`config.mk`:
```
export PLATFORM = sky130hd
export DESIGN_NAME = point_loader
export DESIGN_NICKNAME = d
export VERILOG_FILES = /design/src/rtl/point_loader.sv
export SDC_FILE = /design/constraint.sdc
export NUM_CORES = 1
export LEC_CHECK = 0
export ABC_AREA = 0
export BUFFER_PORTS_ARGS = -buffer_cell sky130_fd_sc_hd__buf_2
export CAP_MARGIN = 20
export CORE_ASPECT_RATIO = 1.2
export CORE_MARGIN = 8
export CORE_UTILIZATION = 48
export DETAILED_ROUTE_END_ITERATION = 12
export GPL_TIMING_DRIVEN = 0
export PLACE_DENSITY = 0.82
export SLEW_MARGIN = 30
export SYNTH_ARGS = -nofsm -noshare
export SYNTH_HDL_FRONTEND = slang
export SYNTH_SLANG_ARGS = --single-unit
```
`constraint.sdc`:
```
create_clock -name clk -period 2.5 [get_ports clk]
set_input_delay 0.25 -clock clk [delete_from_list [all_inputs] [get_ports clk]]
set_output_delay 0.25 -clock clk [all_outputs]
set_load 0.02 [all_outputs]
```
`src/rtl/point_loader.sv`:
```
`default_nettype none
// ============================================================================
// Module      : point_loader
// Description : Captures one frame of N_PTS {X,Y} coordinate samples
//               (object then goals) and exposes them for random or flat access.
// Revision    : 1.0 - initial release
// ============================================================================
module point_loader #(
    parameter  int COORD_W = 10,
    parameter  int N_PTS   = 7,
    localparam int PT_W    = 2 * COORD_W,
    localparam int IDX_W   = (N_PTS > 1) ? $clog2(N_PTS) : 1,
    localparam int CNT_W   = $clog2(N_PTS + 1)
) (
    input  logic                    clk,
    input  logic                    reset,
    input  logic                    start,
    input  logic                    in_valid,
    input  logic [COORD_W-1:0]      X,
    input  logic [COORD_W-1:0]      Y,
    input  logic [IDX_W-1:0]        rd_idx,
    output logic [PT_W-1:0]         rd_pt,
    output logic [N_PTS*PT_W-1:0]   pts_flat,
    output logic [CNT_W-1:0]        load_cnt,
    output logic                    busy,
    output logic                    finish_load,
    output logic                    err_drop
);

    localparam logic [1:0] S_LOAD = 2'd0;
    localparam logic [1:0] S_DONE = 2'd1;
    localparam logic [1:0] S_IDLE = 2'd2;

    localparam logic [CNT_W-1:0] c_LAST = CNT_W'(N_PTS - 1);
    localparam logic [CNT_W-1:0] c_ONE  = CNT_W'(1);

    logic [1:0]       r_state;
    logic [CNT_W-1:0] r_cnt;
    logic             r_err;
    logic             r_finish;
    logic [PT_W-1:0]  r_pts [N_PTS];
    logic [PT_W-1:0]  w_sample;
    logic [PT_W-1:0]  w_rd_pt;

    assign w_sample = {X, Y};

    always_ff @(posedge clk) begin
        if (reset) begin
            r_state  <= S_LOAD;
            r_cnt    <= '0;
            r_err    <= 1'b0;
            r_finish <= 1'b0;
            for (int i = 0; i < N_PTS; i++) begin
                r_pts[i] <= '0;
            end
        end else begin
            r_finish <= 1'b0;
            if (start) begin
                // Restart wins over everything; old points stay until overwritten.
                r_err   <= 1'b0;
                r_state <= S_LOAD;
                r_cnt   <= '0;
                if (in_valid) begin
                    r_pts[0] <= w_sample;
                    r_cnt    <= c_ONE;
                    if (N_PTS == 1) begin
                        r_state  <= S_DONE;
                        r_finish <= 1'b1;
                    end
                end
            end else begin
                case (r_state)
                    S_LOAD: begin
                        if (in_valid) begin
                            r_pts[r_cnt[IDX_W-1:0]] <= w_sample;
                            r_cnt <= r_cnt + c_ONE;
                            if (r_cnt == c_LAST) begin
                                r_state  <= S_DONE;
                                r_finish <= 1'b1;
                            end
                        end
                    end
                    S_DONE: begin
                        r_state <= S_IDLE;
                        if (in_valid) begin
                            r_err <= 1'b1;
                        end
                    end
                    default: begin
                        if (in_valid) begin
                            r_err <= 1'b1;
                        end
                    end
                endcase
            end
        end
    end

    always_comb begin
        w_rd_pt = '0;
        if (32'(rd_idx) < N_PTS) begin
            w_rd_pt = r_pts[rd_idx];
        end
    end

    genvar g;
    generate
        for (g = 0; g < N_PTS; g++) begin : g_flat
            assign pts_flat[g*PT_W +: PT_W] = r_pts[g];
        end
    endgenerate

    assign rd_pt       = w_rd_pt;
    assign load_cnt    = r_cnt;
    assign busy        = (r_state == S_LOAD);
    assign finish_load = r_finish;
    assign err_drop    = r_err;

endmodule
`default_nettype wire

```
Word level (Yosys, flattened, before mapping)
Memories as Yosys holds them, arrays and structs flattened.
Index checks and enable logic that the tools add are counted.
{ "totals": {"mem_bits_rw": 140, "memories": 1, "reg_bits": 7} }
{ "op_classes": {"addsub": 1, "muxes": 23, "magnitude_cmp": 1, "bitwise": 3, "reduce_logical": 10, "eq_ne": 4} }
{ "mem_list": {"columns": ["memory", "words", "word_bits", "rd", "rd_ports_with_merged_regs", "write_ports", "line", "text"], "rows": [
  ["r_pts", 7, 20, 8, 0, 7, "41", "logic [PT_W-1:0] r_pts [N_PTS];"]
]} }
{ "op_table": {"columns": ["op", "n"], "rows": [
  ["two-way mux 20 bit", 3],
  ["OR reduction 20 bit", 1],
  ["two-way mux 1 bit", 13],
  ["two-way mux 3 bit", 4],
  ["nonzero test 2 bit", 3],
  ["two-way mux 2 bit", 2],
  ["one-hot mux 2 bit (2 select lines)", 1],
  ["AND reduction 2 bit", 2],
  ["OR reduction 4 bit", 1],
  ["adder 3 x 1 -> 3 bit, second input constant", 1],
  ["equality test 3 bit, second input constant", 1],
  ["< comparator 3 bit, second input constant", 1],
  ["AND reduction 3 bit", 1],
  ["equality test 2 x 1 -> 1 bit, second input constant", 1],
  ["zero test 2 bit", 1],
  ["!= test 2 x 1 -> 1 bit, second input constant", 1],
  ["!= test 2 bit, second input constant", 1],
  ["inverter 1 bit", 2],
  ["OR reduction 2 bit", 1],
  ["bitwise OR 1 bit", 1]
]} }

Logic depth before layout (Yosys ltp)
Gate-level depths: netlist (run 1).
{ "logic_depth": {"word_depth": 7, "mapped_depth": 6, "depth_no_buf": 4} }

Least setup slack after synthesis (run 1)
Ideal clock, no wire load.
{ "synth_path": {"kind": "register -> register", "startpoint": "register r_cnt[0], in the netlist load_cnt[0]", "endpoint": "memory r_pts[0][0] (netlist bit) (enable)", "n_path_buf": 1, "path_stages_with_launch": 5, "setup_slack_ps": 76, "required_time_ps": 2099, "arrival_time_ps": 2023, "path_cell_list": "dfxtp_1 -> nor3_2 -> a31oi_1 -> buf_2 -> o21bai_1"} }
{ "synth_lines": {"columns": ["element", "line", "text"], "rows": [
  ["from (decl)", "38", "logic [CNT_W-1:0] r_cnt;"],
  ["from (signal assigned)", "65", "r_cnt <= c_ONE;"],
  ["from (signal assigned)", "76", "r_cnt <= r_cnt + c_ONE;"],
  ["to (decl)", "41", null]
]} }

==> results.toml, run 1 <==
[global_route]
grt_pass1_vias = 6665
overflow = 0
antenna_found_initial = 3
grt_pass1_wl_mm = 39.40
grt_max_degree = 21
grt_usage_pct = 26.78

[min_path]
hold_end = "r_pts[6][2]$_SDFFE_PP0P_"
hp-class = "input pin to flop"
min-delay-start = "Y[2]"
hold_depth = 3

[run_status]
violations = "design-rule violations"
status = "complete, but fails checks"

[floorplanning]
io_pins = 193
die_w_um = 129.5
core-area_um2 = 15390
initial_core_util_pct = 48.25
rows = 50
die_y_um = 152.3
dieArea_um2 = 19720

[clock_tree]
cts.clk_slew.worst_paths_ns = 0.06
clk_latency_ns = 0.43
cts_buffers = 17
cts_tree = "done"
clockBufferDepth = 2
cts_setup_buffers = 0
root_buffer = "clkbuf_16"
cts_sinks = 155
htree_levels = 4

[setup_path]
rrSetupSlack_ns = 0.06
critPathTopFamily = "simple AND/OR/NAND/NOR gates"
crit_fanout = 20
crit_start = "load_cnt[1]$_SDFFE_PP0P_"
path_buf_inv = 1
reg2reg_to = "r_pts[2][15]$_SDFFCE_PN0P_"
slowest_delay_ns = 0.56
end_kind = "flop"
crit_slowest_cell = "a21o_2"
path_cells = "nor3b_1, and3_1, buf_2, a21o_2"
worstReg2RegStart = "load_cnt[1]$_SDFFE_PP0P_"
cp.arrival_ns = 2.50
worstSetupPathType = "flop to flop"
reg2reg_depth = 4
startpoint_type = "flop"
cp.required_ns = 2.56

[synth]
synthFlopType = "edfxtp_1"
ys_seq_elements = 155
synthCells = 591
synthMuxAreaShare_pct = 7.818
synth_edf_count = 128
async_reset_ff_share_pct = 0
yosys.area_share.simple_pct = 16.78
synth_top_family_by_area = "simple AND/OR/NAND/NOR gates"
ys_types = 56
synth_area_per_cell_um2 = 12.56
synthXorXnorAreaFrac_pct = 0.1179
synth_compound_area_share_pct = 9.688
synthAdderAreaFrac_pct = 0.3370
syn_area_um2 = 7426
yosys_warnings = 0
synth_nets = 620
ys_seq_area_share_pct = 59.04

[power_and_ir_drop]
intPower_mw = 4.718
irDropWorstVdd_mv = 0.3941
combPwrFrac_pct = 13.1
switchingPower_mw = 1.696
pwr-share-clk_pct = 40.8
p_seq_share_pct = 46.1
leakage_nw = 3.953
power.density_nw_per_um2 = 690.9
switching_share_pct = 26.45

[routing]
drt_first_pass_iters = 10
wl_per_cell_um = 26.20
wirelength_mm = 26.82
dr_total_vias = 6433
drt-initial-drc-count = 970
drt-vias-per-instance = 6.282
drc = 2
drtAntennaViolNets = 0

[layout]
fin_cells = 1024
most-common-layout-cells = "buf_2, edfxtp_1, and3_1, a21oi_1, inv_1"
nFillCells = 1219
drive_gt1_share_pct = 38.82
area_growth_pct = 25.00
layout_commonest_cell = "buf_2"
layout.nets = 830

[placement]
place_ws_ns = -0.08298
hpwl_mm = 18.39
numPortBuffers = 190
gp_congestion = 0.9048
dp_cells = 990

[timing]
drv_slew = 0
setup_slack_ns = 0.06482
min_period_ns = 2.435
tightest_slew_ns = 0.8406
fmax_mhz = 410.6
skew_ns = 0.006749
setup_violations = 0
final-hold-violation-count = 0
period_share_pct = 97.41
slew_headroom_pct = 43.81

[flow_run]
cap_violations = 0
==> metrics by stage <==
stage	hold slack [ns]	power (mW)	cell area, um^2	utilization [%]	setup TNS, ns
2_1_floorplan	0.3977	3.485	7426	-	0
3_3_place_gp	0.4469	3.800	8637	56.12	-21.73
3_5_place_dp	0.4672	3.824	8685	56.43	-3.221
4_1_cts	0.1042	6.369	9271	60.24	0
5_1_grt	0.1174	6.529	9283	60.32	-0.007710
6_report	0.1063	6.414	9283	60.32	0
==> sequential cells by signal, indices dropped and copies added, names as in the netlist <==
signal       count
finish_load      1
load_cnt         3
err_drop         1
r_state          2
r_pts          148
==> cells by family (layout without fill, tap and decap cells) <==
group,count (synthesis),in the layout
muxes,36,36
adders and majority gates,2,2
xor gates and xnor gates,1,1
DFF,155,155
buffers and inverters,88,311
other,0,2
AOI/OAI and AO/OA,110,110
and+or+nand+nor,199,199
==> Yosys cell counts (6+ instances only) <==
| library cell | count | share of area, % |
|---|---|---|
| nor2_1 | 26 | 1.3 |
| o21ai_0 | 6 | 0.40 |
| nor4_1 | 20 | 1.7 |
| buf_6 | 8 | 1.2 |
| edfxtp_1 | 128 | 52 |
| mux2_2 | 6 | 0.91 |
| inv_1 | 32 | 1.6 |
| a21oi_1 | 37 | 2.5 |
| nor3_1 | 21 | 1.4 |
| nand3_1 | 20 | 1.3 |
| mux2i_1 | 13 | 1.8 |
| o21ai_1 | 20 | 1.3 |
| clkbuf_1 | 17 | 0.86 |
| nor2b_1 | 10 | 0.84 |
| and2_1 | 20 | 1.7 |
| a2bb2oi_1 | 15 | 1.8 |
| and3_1 | 42 | 3.5 |
| nor3_2 | 20 | 2.7 |
| mux4_2 | 17 | 5.2 |
| a221oi_1 | 7 | 0.83 |
| dfxtp_1 | 27 | 7.3 |
| buf_2 | 23 | 1.6 |
==> what timing repair did <==
item                       4_1_cts  5_1_grt
hold buffers                     0        0
resized for setup                2        1
pin swaps                        0        0
setup endpoints to repair       40        2
==> power by group through the flow <==
stage | Sequential, mW | Combinational, mW | Clock (mW)
2_1_floorplan | 3.12 | 0.368 | 0
3_3_place_gp | 3.01 | 0.791 | 0
3_5_place_dp | 3.01 | 0.812 | 0
4_1_cts | 2.96 | 0.822 | 2.59
5_1_grt | 2.97 | 0.870 | 2.69
6_report | 2.96 | 0.837 | 2.62
==> cell type report <==
type	count	area, um^2	share of cell area [%]
antenna	2	5.005	0.05392
buffer	56	341.6	3.680
clock buffer	19	432.9	4.664
clock inverter	13	151.4	1.631
inverter	32	120.1	1.294
multi-input combinational	348	2609	28.10
sequential	155	4384	47.23
tap	208	260.3	2.804
timing repair buffer	191	978.4	10.54
==> worst max-delay path by stage <==
| stage | to | cells after the start |
|---|---|---|
| global route | r_pts[2][15]$_SDFFCE_PN0P_ | 4 |
| finish | r_pts[2][15]$_SDFFCE_PN0P_ | 4 |
| floorplan | r_pts[0][0]$_SDFFCE_PN0P_ | 4 |
| global placement | r_pts[0][8]$_SDFFCE_PN0P_ | 4 |
| CTS | r_pts[2][15]$_SDFFCE_PN0P_ | 4 |
| detailed placement | r_pts[3][8]$_SDFFCE_PN0P_ | 4 |
==> routing by layer <==
metal	routed length, um	up-vias	track usage, %
met5	12	-	0
met1	8986	3098	30.21
met3	3407	115	8.754
met4	1328	2	15.02
met2	13090	554	43.54
li1	-	2664	-
==> worst min-delay path, cell delays in order <==
cell	delay [ns]
buf_2	0.12
nand3_1	0.06
a21oi_1	0.05
Note: power is estimated with default switching activity, not from simulation.
==> run 2, diff against run 1 <==
--- a/config.mk
+++ b/config.mk
@@ -5,15 +5,15 @@
 export SDC_FILE = /design/constraint.sdc
 export NUM_CORES = 1
 export LEC_CHECK = 0
-export ABC_AREA = 0
+export ABC_AREA = 1
 export BUFFER_PORTS_ARGS = -buffer_cell sky130_fd_sc_hd__buf_2
 export CAP_MARGIN = 20
 export CORE_ASPECT_RATIO = 1.2
 export CORE_MARGIN = 8
-export CORE_UTILIZATION = 48
+export CORE_UTILIZATION = 40
 export DETAILED_ROUTE_END_ITERATION = 12
 export GPL_TIMING_DRIVEN = 0
-export PLACE_DENSITY = 0.82
+export PLACE_DENSITY = 0.71
 export SLEW_MARGIN = 30
 export SYNTH_ARGS = -nofsm -noshare
 export SYNTH_HDL_FRONTEND = slang
==> results.toml, run 2 <==
[run_status]
status = "completed"

[synth]
ys_types = 33
synth_common_cells = "nor2_1, edfxtp_1, o21ai_0, nand2_1, inv_1"
yosysMostFrequentCell = "nor2_1"
synthMuxAreaShare_pct = 0
ys_seq_area_share_pct = 60.75
syn_area_um2 = 7810
synth_compound_area_share_pct = 10.93
synth_edf_count = 140
synth_nets = 825
async_reset_ff_share_pct = 0
synth_top_area_share_pct = 53.83
yosys.area_share.simple_pct = 21.28
ys_seq_elements = 167
synthXorXnorAreaFrac_pct = 0
synth_area_per_cell_um2 = 9.812
synthTopCellsByArea = "edfxtp_1, nor2_1, dfxtp_1"
synthCells = 796
synth_top_area_cell = "edfxtp_1"
yosys_warnings = 0
synthAdderAreaFrac_pct = 0.3204
synthFlopType = "edfxtp_1"
synth_top_family_by_area = "simple AND/OR/NAND/NOR gates"

[power_and_ir_drop]
leakage_nw = 4.333
p_seq_share_pct = 45.1
irDropWorstVdd_mv = 0.4217
pwr-share-clk_pct = 41.4
power.density_nw_per_um2 = 724.1
combPwrFrac_pct = 13.6
switching_share_pct = 26.16
switchingPower_mw = 1.864
intPower_mw = 5.263
total_power_mw = 7.128

[routing]
wl_met1_mm = 9.614
route.met3.wl_mm = 3.361
wirelength_mm = 28.13
drc = 0
dr_wl_met2_mm = 13.76
wl_per_cell_um = 21.92
drt_first_pass_iters = 6
drt-vias-per-instance = 5.489
top_layer = "met5"
drt-initial-drc-count = 1020
drtAntennaViolNets = 0
dr_total_vias = 7042

[timing]
slew_headroom_pct = 52.04
setup_violations = 0
rsz0062_at_grt = "no"
fin_tns_setup_ns = 0
skew_ns = 0.007787
min_period_ns = 2.419
final-hold-violation-count = 0
tightest_slew_ns = 0.7193
fmax_mhz = 413.4
drv_slew = 0
period_share_pct = 96.77

[global_route]
grt_pass1_wl_mm = 40.85
antenna_found_initial = 4
grt_usage_pct = 22.85
overflow = 0
grt_pass1_vias = 6804
grt_max_degree = 21

[placement]
hpwl_mm = 20.91
numPortBuffers = 189
gp_congestion = 0.9325

[clock_tree]
cts_sinks = 167
hold_buffers = 0
cts_tree = "done"
cts_setup_buffers = 0
htree_levels = 4
clockBufferDepth = 2
cts.clk_slew.worst_paths_ns = 0.06
root_buffer = "clkbuf_16"
clk_latency_ns = 0.43
cts_resized = 1
cts_buffers = 17

[layout]
layout_commonest_cell = "buf_2"
drive_gt1_share_pct = 30.20
layout.nets = 1036
most-common-layout-cells = "buf_2, nor2_1, edfxtp_1, o21ai_0, nand2_1"
area_growth_pct = 26.03
largest_reg_flops = 160
regMostFlops = "r_pts"
multi_input_area_um2 = 2580
seq_area_um2 = 4745
nFillCells = 1776
utilization_pct = 50.90

[floorplanning]
rows = 56
core-area_um2 = 19340
initial_core_util_pct = 40.39
dieArea_um2 = 24270
die_y_um = 169.1
io_pins = 193
die_w_um = 143.6

[setup_path]
cp.arrival_ns = 2.17
worstSetupPathType = "input pin to output pin"
startpoint_type = "input pin"
cp.required_ns = 2.25
crit_fanout = 10
end_kind = "output pin"

[min_path]
hp-class = "input pin to flop"

[flow_run]
cap_violations = 0
run 2: cell count changes after synthesis, moves of 13 or more:
cell	previous run	this run
nor2_1	26	200
nor4_1	20	0
mux2i_1	13	0
and3_1	42	0
mux4_2	17	0
o21ai_0	6	87
inv_1	32	60
and2_1	20	0
a2bb2oi_1	15	0
o22ai_1	3	21
nand2_1	4	65
nor3_1	21	4
nand2_4	0	16
run 2: kinds of logic after synthesis:
family | Yosys count
buffers and inverters | 117
flip-flops | 167
adder cells (fa/ha/maj) | 2
AND/OR/NAND/NOR | 351
AO/OA/AOI/OAI | 159
run 2: layout make-up:
| cell class | count | share of cell area [%] |
|---|---|---|
| Sequential cell | 167 | 48.20 |
| Timing Repair Buffer | 192 | 10.19 |
| Multi-Input combinational cell | 512 | 26.21 |
| Buffer | 53 | 2.898 |
| Tap cell | 261 | 3.318 |
| Antenna cell | 2 | 0.05085 |
| Clock buffer | 18 | 4.360 |
| Inverter | 64 | 2.441 |
| Clock inverter | 14 | 2.326 |
run 2: metrics by stage:
| step | area (um^2) | instances | hold WS [ns] | worst slack (ns) |
|---|---|---|---|---|
| after floorplan | 7815 | 796 | 0.3191 | 0.09418 |
| after global placement | 9087 | 1246 | 0.4544 | -0.9145 |
| after detailed placement | 9175 | 1249 | 0.4565 | -0.03616 |
| after CTS | 9836 | 1281 | 0.04768 | 0.007732 |
| after global routing | 9841 | 1282 | 0.08513 | 0.03426 |
| final | 9843 | 1283 | 0.05674 | 0.08086 |
run 2: power groups by stage:
stage,logic [mW],clock network [mW],registers (mW)
floorplan,0.421,0,3.39
global placement,0.924,0,3.27
detailed placement,0.955,0,3.27
CTS,0.960,2.95,3.21
global route,1.02,3.05,3.22
finish,0.967,2.95,3.21
run 2: worst max-delay path, cell delays in order:
cell and delay [ns]:
buf_2 0.19, inv_1 0.23, clkbuf_1 0.53, o21ai_0 0.19
o22ai_1 0.17, inv_1 0.12, o21ai_0 0.25, buf_2 0.23
run 2: worst paths after layout:
check	from	endpoint	slack (ns)	depth (start not counted)
setup / recovery	rd_idx[1]	rd_pt[9]	0.08	8
hold / removal	reset	load_cnt[0]$_SDFFE_PP0P_	0.06	2
setup reg to reg	r_state[1]$_SDFFE_PP0P_	r_pts[0][0]$_SDFFCE_PN0P_	0.12	6
hold reg to reg	err_drop$_SDFFE_PP0P_	err_drop$_SDFFE_PP0P_	0.47	2
run 2: per-layer routing:
layer,global-route usage (%),vias to the layer above
li1,-,3127
met1,25.53,3340
met2,38.06,475
met3,7.328,94
met4,12.23,6
met5,0,-
==> run 3, diff against run 2 <==
--- a/config.mk
+++ b/config.mk
@@ -12,7 +12,6 @@
 export CORE_MARGIN = 8
 export CORE_UTILIZATION = 40
 export DETAILED_ROUTE_END_ITERATION = 12
-export GPL_TIMING_DRIVEN = 0
 export PLACE_DENSITY = 0.71
 export SLEW_MARGIN = 30
 export SYNTH_ARGS = -nofsm -noshare
==> results.toml, run 3 (same netlist as run 2, synthesis figures left out) <==
[clock_tree]
root_buffer = "clkbuf_16"
cts.clk_slew.worst_paths_ns = 0.07
htree_levels = 4
cts_setup_buffers = 0
cts_tree = "done"
cts_resized = 0
hold_buffers = 0
cts_sinks = 167
clk_latency_ns = 0.42
cts_buffers = 17
clockBufferDepth = 2

[floorplanning]
core-area_um2 = 19340
io_pins = 193
rows = 56
die_y_um = 169.1
initial_core_util_pct = 40.39
die_w_um = 143.6
dieArea_um2 = 24270

[timing]
slew_headroom_pct = 51.00
final-hold-violation-count = 0
period_share_pct = 87.45
min_period_ns = 2.186
rsz0062_at_grt = "no"
skew_ns = 0.008560
fin_tns_setup_ns = 0
tightest_slew_ns = 0.7322
setup_violations = 0
drv_slew = 0
fmax_mhz = 457.4

[global_route]
grt_usage_pct = 20.59
antenna_found_initial = 4
grt_pass1_vias = 6323
grt_max_degree = 63
busiest_layer = "met2"
globalRouteMet1Util_pct = 23.96
use_met2_pct = 34.00
overflow = 0
grt_pass1_wl_mm = 37.44
use_met3_pct = 5.862

[setup_path]
worstSetupPathType = "flop to flop"
worstReg2RegStart = "r_state[1]$_SDFFE_PP0P_"
crit_fanout = 21
cp.required_ns = 2.59
rrSetupSlack_ns = 0.31
cp.arrival_ns = 2.28
startpoint_type = "flop"
end_kind = "flop"
reg2reg_depth = 7
reg2reg_to = "r_pts[0][19]$_SDFFCE_PN0P_"

[layout]
drive_gt1_share_pct = 30.92
area_growth_pct = 24.34
layout_commonest_cell = "nor2_1"
diodes = 0
layout.nets = 1009
most-common-layout-cells = "nor2_1, buf_2, edfxtp_1, o21ai_0, nand2_1"
regMostFlops = "r_pts"
fin_cells = 1254
largest_reg_flops = 160

[routing]
drt-vias-per-instance = 5.264
drc = 0
wirelength_mm = 25.23
drtAntennaViolNets = 0
drt-initial-drc-count = 740
drt_first_pass_iters = 6
dr_total_vias = 6601
wl_per_cell_um = 20.12

[min_path]
hp-class = "input pin to flop"
hold_depth = 2
hold_end = "load_cnt[0]$_SDFFE_PP0P_"
min-delay-start = "reset"

[power_and_ir_drop]
power.density_nw_per_um2 = 710.1
leakage_nw = 4.282
irDropWorstVdd_mv = 0.4245

[flow_run]
cap_violations = 0

[placement]
hpwl_mm = 18.28
dp_cells = 1222
gp_congestion = 0.8608
numPortBuffers = 192

[run_status]
status = "completed"
[run 3: changes by cell type in the layout (fill, tap and decap cells not counted), sizes merged]
cell,previous run,this run
clkbuf,40,18
buf,223,218
clkinv,7,2
inv,65,69
clkinvlp,0,3
bufinv,6,4
diode,2,0
[run 3: through the flow]
step | power (mW) | worst slack [ns] | hold WS, ns | utilization [%] | cell area [um^2]
finish | 6.896 | 0.3137 | 0.08165 | 50.21 | 9711
CTS | 6.911 | 0.3038 | 0.07457 | 50.21 | 9711
global route | 7.102 | 0.1501 | 0.08981 | 50.21 | 9711
floorplan | 3.814 | 0.09418 | 0.3191 | - | 7815
detailed placement | 4.181 | 0.3222 | 0.4600 | 46.98 | 9085
global placement | 4.164 | 0.2701 | 0.4707 | 46.86 | 9062
[run 3: final cells by class]
type	count	area, um^2
sequential	167	4745
multi-input combinational	512	2572
clock inverter	14	196.4
tap	261	326.6
timing repair buffer	218	1201
inverter	64	240.2
clock buffer	18	429.2
fill	1813	9628
[run 3: how the worst max path moves through the flow]
stage                                        from                         end  slack (ns)
after floorplan           r_state[1]$_SDFFE_PP0P_       r_pts[5][0]$_DFFE_PP_        0.09
after global placement                   in_valid   r_pts[1][9]$_SDFFCE_PN0P_        0.27
after detailed placement  r_state[1]$_SDFFE_PP0P_   r_pts[0][6]$_SDFFCE_PN0P_        0.32
after CTS                 r_state[1]$_SDFFE_PP0P_  r_pts[0][19]$_SDFFCE_PN0P_        0.30
after global routing      r_state[1]$_SDFFE_PP0P_  r_pts[0][19]$_SDFFCE_PN0P_        0.15
final                     r_state[1]$_SDFFE_PP0P_  r_pts[0][19]$_SDFFCE_PN0P_        0.31
[run 3: critical path, stage by stage (launching register included)]
cell and delay (ns):
dfxtp_1 0.32, nor2_2 0.29, nand4_1 0.19, nand2_2 0.18
buf_4 0.27, nand4_1 0.19, nand2_1 0.10, buf_4 0.31
[run 3: routing by layer]
layer  share of wire [%]  routed length (um)
met2                  49               12340
met4                 3.9                 979
met5                0.19                  49
met3                 9.6                2412
met1                  37                9447
[run 3: power by group]
part	internal [mW]	switching [mW]
Combinational	0.249	0.654
Sequential	3.14	0.0826
Clock	1.68	1.09
